--- src/rtl/mem_arbiter.sv ---
// Round-robin arbiter sharing one single-port word memory between core fetch and load/store ports.
// Optional loader port and RUN/DRAIN/LOAD sequencing are compiled in with MEM_ARB_LOADER_EN.
//
//   state    | meaning
//   ---------+---------------------------------------------------------
//   ST_RUN   | core IF/D ports arbitrated round-robin
//   ST_DRAIN | no grants; waiting for outstanding reads to return
//   ST_LOAD  | loader owns the memory; core held off
module mem_arbiter #(
   parameter int MEM_LAT = 1,
   parameter int AW      = 30
) (
   input  logic          clk,
   input  logic          rst_n,
   input  logic          if_req,
   input  logic [AW-1:0] if_addr,
   output logic          if_gnt,
   output logic          if_rvalid,
   output logic [31:0]   if_rdata,
   input  logic          d_req,
   input  logic          d_we,
   input  logic [AW-1:0] d_addr,
   input  logic [31:0]   d_wdata,
   output logic          d_gnt,
   output logic          d_rvalid,
   output logic [31:0]   d_rdata,
`ifdef MEM_ARB_LOADER_EN
   input  logic          ld_mode,
   input  logic          ld_req,
   input  logic          ld_we,
   input  logic [AW-1:0] ld_addr,
   input  logic [31:0]   ld_wdata,
   output logic          ld_gnt,
   output logic          ld_rvalid,
   output logic [31:0]   ld_rdata,
`endif
   output logic          m_en,
   output logic          m_we,
   output logic [AW-1:0] m_addr,
   output logic [31:0]   m_wdata,
   input  logic [31:0]   m_rdata
);

   typedef enum logic [1:0] {TAG_NONE, TAG_IF, TAG_D, TAG_LD} tag_t;

   tag_t       tag_q [MEM_LAT];
   tag_t       tag_new;
   tag_t       tag_tail;
   logic       last_d;
   logic       core_en;
   logic [2:0] out_cnt;
   logic [2:0] cnt_nxt;
   logic       drained;

`ifdef MEM_ARB_LOADER_EN
   typedef enum logic [1:0] {ST_RUN, ST_DRAIN, ST_LOAD} state_t;
   state_t state;

   assign core_en = (state == ST_RUN);
`else
   assign core_en = 1'b1;
`endif

   // last_d set means D was granted last, so IF wins the next conflict
   always_comb begin
      if_gnt = 1'b0;
      d_gnt  = 1'b0;
      if (core_en) begin
         if (if_req && (!d_req || last_d))
            if_gnt = 1'b1;
         else if (d_req)
            d_gnt = 1'b1;
      end
   end

`ifdef MEM_ARB_LOADER_EN
   assign ld_gnt = (state == ST_LOAD) && ld_req;
`endif

   always_comb begin
      m_en    = 1'b0;
      m_we    = 1'b0;
      m_addr  = '0;
      m_wdata = '0;
      tag_new = TAG_NONE;
      if (if_gnt) begin
         m_en    = 1'b1;
         m_addr  = if_addr;
         tag_new = TAG_IF;
      end else if (d_gnt) begin
         m_en    = 1'b1;
         m_we    = d_we;
         m_addr  = d_addr;
         m_wdata = d_wdata;
         tag_new = d_we ? TAG_NONE : TAG_D;
      end
`ifdef MEM_ARB_LOADER_EN
      else if (ld_gnt) begin
         m_en    = 1'b1;
         m_we    = ld_we;
         m_addr  = ld_addr;
         m_wdata = ld_wdata;
         tag_new = ld_we ? TAG_NONE : TAG_LD;
      end
`endif
   end

   assign tag_tail  = tag_q[MEM_LAT-1];
   assign if_rvalid = (tag_tail == TAG_IF);
   assign d_rvalid  = (tag_tail == TAG_D);
   assign if_rdata  = m_rdata;
   assign d_rdata   = m_rdata;
`ifdef MEM_ARB_LOADER_EN
   assign ld_rvalid = (tag_tail == TAG_LD);
   assign ld_rdata  = m_rdata;
`endif

   // Count after this cycle: the tail response completes now, so it no longer holds off LOAD/RUN.
   assign cnt_nxt = out_cnt + 3'(tag_new != TAG_NONE) - 3'(tag_tail != TAG_NONE);
   assign drained = (cnt_nxt == 3'd0);

   always_ff @(posedge clk or negedge rst_n) begin
      if (!rst_n) begin
         last_d  <= 1'b1;
         out_cnt <= 3'd0;
         for (int i = 0; i < MEM_LAT; i++)
            tag_q[i] <= TAG_NONE;
      end else begin
         if (if_gnt)
            last_d <= 1'b0;
         else if (d_gnt)
            last_d <= 1'b1;
         out_cnt  <= cnt_nxt;
         tag_q[0] <= tag_new;
         for (int i = 1; i < MEM_LAT; i++)
            tag_q[i] <= tag_q[i-1];
      end
   end

`ifdef MEM_ARB_LOADER_EN
   always_ff @(posedge clk or negedge rst_n) begin
      if (!rst_n) begin
         state <= ST_RUN;
      end else begin
         case (state)
            ST_RUN:
               if (ld_mode)
                  state <= ST_DRAIN;
            ST_DRAIN:
               if (!ld_mode)
                  state <= ST_RUN;
               else if (drained)
                  state <= ST_LOAD;
            ST_LOAD:
               if (!ld_mode && drained)
                  state <= ST_RUN;
            default:
               state <= ST_RUN;
         endcase
      end
   end
`endif

endmodule

--- config.mk ---
export PLATFORM = sky130hd
export DESIGN_NAME = mem_arbiter
export DESIGN_NICKNAME = d
export VERILOG_FILES = /design/src/rtl/mem_arbiter.sv
export SDC_FILE = /design/constraint.sdc
export NUM_CORES = 1
export LEC_CHECK = 0
export ABC_AREA = 1
export ABC_CLOCK_PERIOD_IN_PS = 3000
export BUFFER_PORTS_ARGS = -buffer_cell sky130_fd_sc_hd__buf_4
export CORE_AREA = 2 2 102 104
export CTS_BUF_LIST = sky130_fd_sc_hd__clkbuf_8
export CTS_CLUSTER_DIAMETER = 100
export CTS_CLUSTER_SIZE = 14
export DETAILED_ROUTE_END_ITERATION = 8
export DIE_AREA = 0 0 104 106
export GPL_TIMING_DRIVEN = 1
export HOLD_SLACK_MARGIN = 0.06
export PLACE_DENSITY = 0.55
export SETUP_SLACK_MARGIN = 0.5
export SLEW_MARGIN = 0
export SYNTH_ARGS = -nofsm -noshare
export SYNTH_HDL_FRONTEND = slang
export SYNTH_SLANG_ARGS = --single-unit
export TNS_END_PERCENT = 20
--- constraint.sdc ---
create_clock -name clk -period 3 [get_ports clk]
set_input_delay 0.3 -clock clk [delete_from_list [all_inputs] [get_ports clk]]
set_output_delay 0.3 -clock clk [all_outputs]
set_load 0.02 [all_outputs]
==> results.txt <==
post-synth top area cell - buf_4
initial core utilization - 0.1346
DR iter-0 viols - 36
Sw Ratio - 0.4281
CP startpoint kind - primary input
Final min period - 2.019 ns
critical path required time - 2.70 ns
P&R area growth vs syn - 67.56%
clock power share - 0.190
clock latency on the worst-skew pair - 0.22 ns
# IOs - 261
hold bufs inserted after CTS - 1
remaining global-route overflow - 0
critical path type - primary input to output pin
number of global-route vias before repair - 1544
CTS root buf - clkbuf_8
Hold WC Path Type - primary input to flop
warnings from Yosys - 0
diodes inserted - 0
synth unique cells - 13
Synth Register Bits - 3
Gate Count Post-Synth - 252
top cells by area, synth - buf_4 36%, nand2_1 27%, nand3_1 11%
Synth top area share - 0.3569
Worst Skew - 0.0009440 ns
Final Total Pwr - 0.5983 mW
Slowest cell on crit path - a21oi_4
Die Ht - 106 um
Finished Cell Area - 0.002256 mm2
Synth Cell Area - 0.001346 mm2
CP cell instances - buf_4 > a21oi_4 > buf_4 > nand2_1 > nand2_1 > buf_4
DRC errors left - 0
htree depth - 1
Combinational Power Share - 0.727
unrepaired setup endpoints after global routing - no
Crit path largest cell delay - 0.57 ns
multi-input logic area - 543.0 um2
Final Net Count - 477
antenna violations before repair - 0
endpoints failing setup - 0
WHS - 0.3194 ns
Clock Sinks - 3
dpl cell area - 0.002201 mm2
post_cts resized - 0
Final Max Tran Viols - 0
vias per cell - 3.501
Max Cap Viol - 0
Die ar. - 0.01102 mm2
port buffer count - 164
NetSw - 0.2561 mW
Clock transition at path regs - 0.03 ns
CP Capture Type - output pin
Util after Layout - 0.2256
CTS Buffer Depth - 2
CP max FO - 33
DRT Wirelength - 4.745 mm
row count - 37
CTS Buf Count - 3
VDD IR max - 0.0001159 V
status - finished, final reports clean
sequential element share of the synthesized area - 0.05669
Horiz. Die Dim - 104 um
Least-Margin Pin Slew - 0.6319 ns
Synthesized Nets - 381
Critical Path Most Common Cell - buf_4
Worst Path Arrival - 1.72 ns
CTS tree - built
Fin. Hold Viols - 0
layout cells sized above 1 - 0.5072
GP Congestion - 0.7575
Global Route Usage Sum - 0.07882
leak pwr - 1.533 nW
first-pass GRT wire length - 7.210 mm
Sum Neg Setup Slack - 0 ns
Highest Clock Rate - 495.2 MHz
Seq pwr share - 0.082
register area - 76.32 um2
number of setup buffers added after CTS - 0
max_slew headroom - 0.5778
core area - 0.01000 mm2
Pwr Density - 265.2 mW/mm2
largest net degree at the start of global routing - 34
Fill cells - 1143
syn avg cell area - 5.342 um2
routed vias - 1691
drt first pass iters - 3
routed length per placed instance - 9.824 um
DRT antenna net count - 0
Period Utilization, post-route - 0.6731
flop2flop setup slack - 1.59 ns
post-DP HPWL - 4.014 mm
Int Pwr - 0.3421 mW
## path summary, 6_finish.rpt
path                        start         end  cells past startpoint
max                        if_req  m_addr[25]                      6
min                          d_we    tag_q[1]                      4
max reg2reg                last_d    tag_q[1]                      4
min reg2reg                last_d      last_d                      2
max in group asynchronous   rst_n      last_d                      2
min in group asynchronous   rst_n    tag_q[0]                      2
## logic make-up (layout without fill, tap and decap cells)
| logic type | Yosys count | in the layout | synth area share |
|---|---|---|---|
| AO/OA/AOI/OAI | 2 | 2 | 0.01022 |
| buffers and inverters | 118 | 213 | 0.5455 |
| flip-flops | 3 | 3 | 0.05670 |
| AND/OR/NAND/NOR | 129 | 129 | 0.3875 |
## power groups by stage
stage	Sequential (mW)	Clock, mW	Combinational (mW)
2_1_floorplan	0.0485	0	0.340
4_1_cts	0.0494	0.118	0.443
3_3_place_gp	0.0498	0	0.437
3_5_place_dp	0.0497	0	0.441
6_report	0.0493	0.114	0.435
5_1_grt	0.0496	0.123	0.472
## worst max-delay path: cells and delay by family
| kind | cells | cell delay, ns |
|---|---|---|
| buffers and inverters | 3 | 0.69 |
| AOI/OAI and AO/OA | 1 | 0.57 |
| and+or+nand+nor | 2 | 0.14 |
## routing by layer
metal  track usage  vias to the layer above  wire length, um
met2        0.1570                      119             2543
met1       0.07051                      683             1515
met4       0.04151                        0              166
li1              -                      863                -
met3       0.02452                       26              518
met5             0                        -                0
## cells in the mapped netlist
master    instances
nand2_1          97
a21oi_2           1
dfstp_2           1
dfrtp_1           2
buf_4            64
inv_1            37
nor2_1            2
inv_2             3
o21ai_0           1
buf_6             6
buf_2             5
nand3_1          30
clkbuf_1          3
## flip-flops by register name, summed over array words and instances, names as in the netlist
register / flops
tag_q: 2
last_d: 1
## cell type report
class                   instances  share of cell area
well taps                     136             0.07543
clock inverters                 1            0.001664
repair buffers                169              0.5635
clock buffers                   3             0.01830
multi-input cells             131              0.2407
flip-flops and latches          3             0.03383
inverters                      40             0.06656
## cell usage in the layout (no fill, tap or decap)
| master | n |
|---|---|
| nand3_1 | 30 |
| nand2_1 | 97 |
| o21ai_0 | 1 |
| dfstp_2 | 1 |
| buf_4 | 168 |
| inv_1 | 38 |
| a21oi_4 | 1 |
| inv_2 | 3 |
| nor2_1 | 2 |
| dlygate4sd3_1 | 1 |
| dfrtp_1 | 2 |
| clkbuf_8 | 3 |
## stage by stage
step | worst slack (ns) | instances
after detailed placement | 0.9187 | 478
after floorplan | 1.613 | 252
final | 0.9807 | 483
after global routing | 0.7846 | 483
after global placement | 0.9681 | 478
after CTS | 0.9099 | 483
No activity file was read; power rests on OpenSTA's default activity.
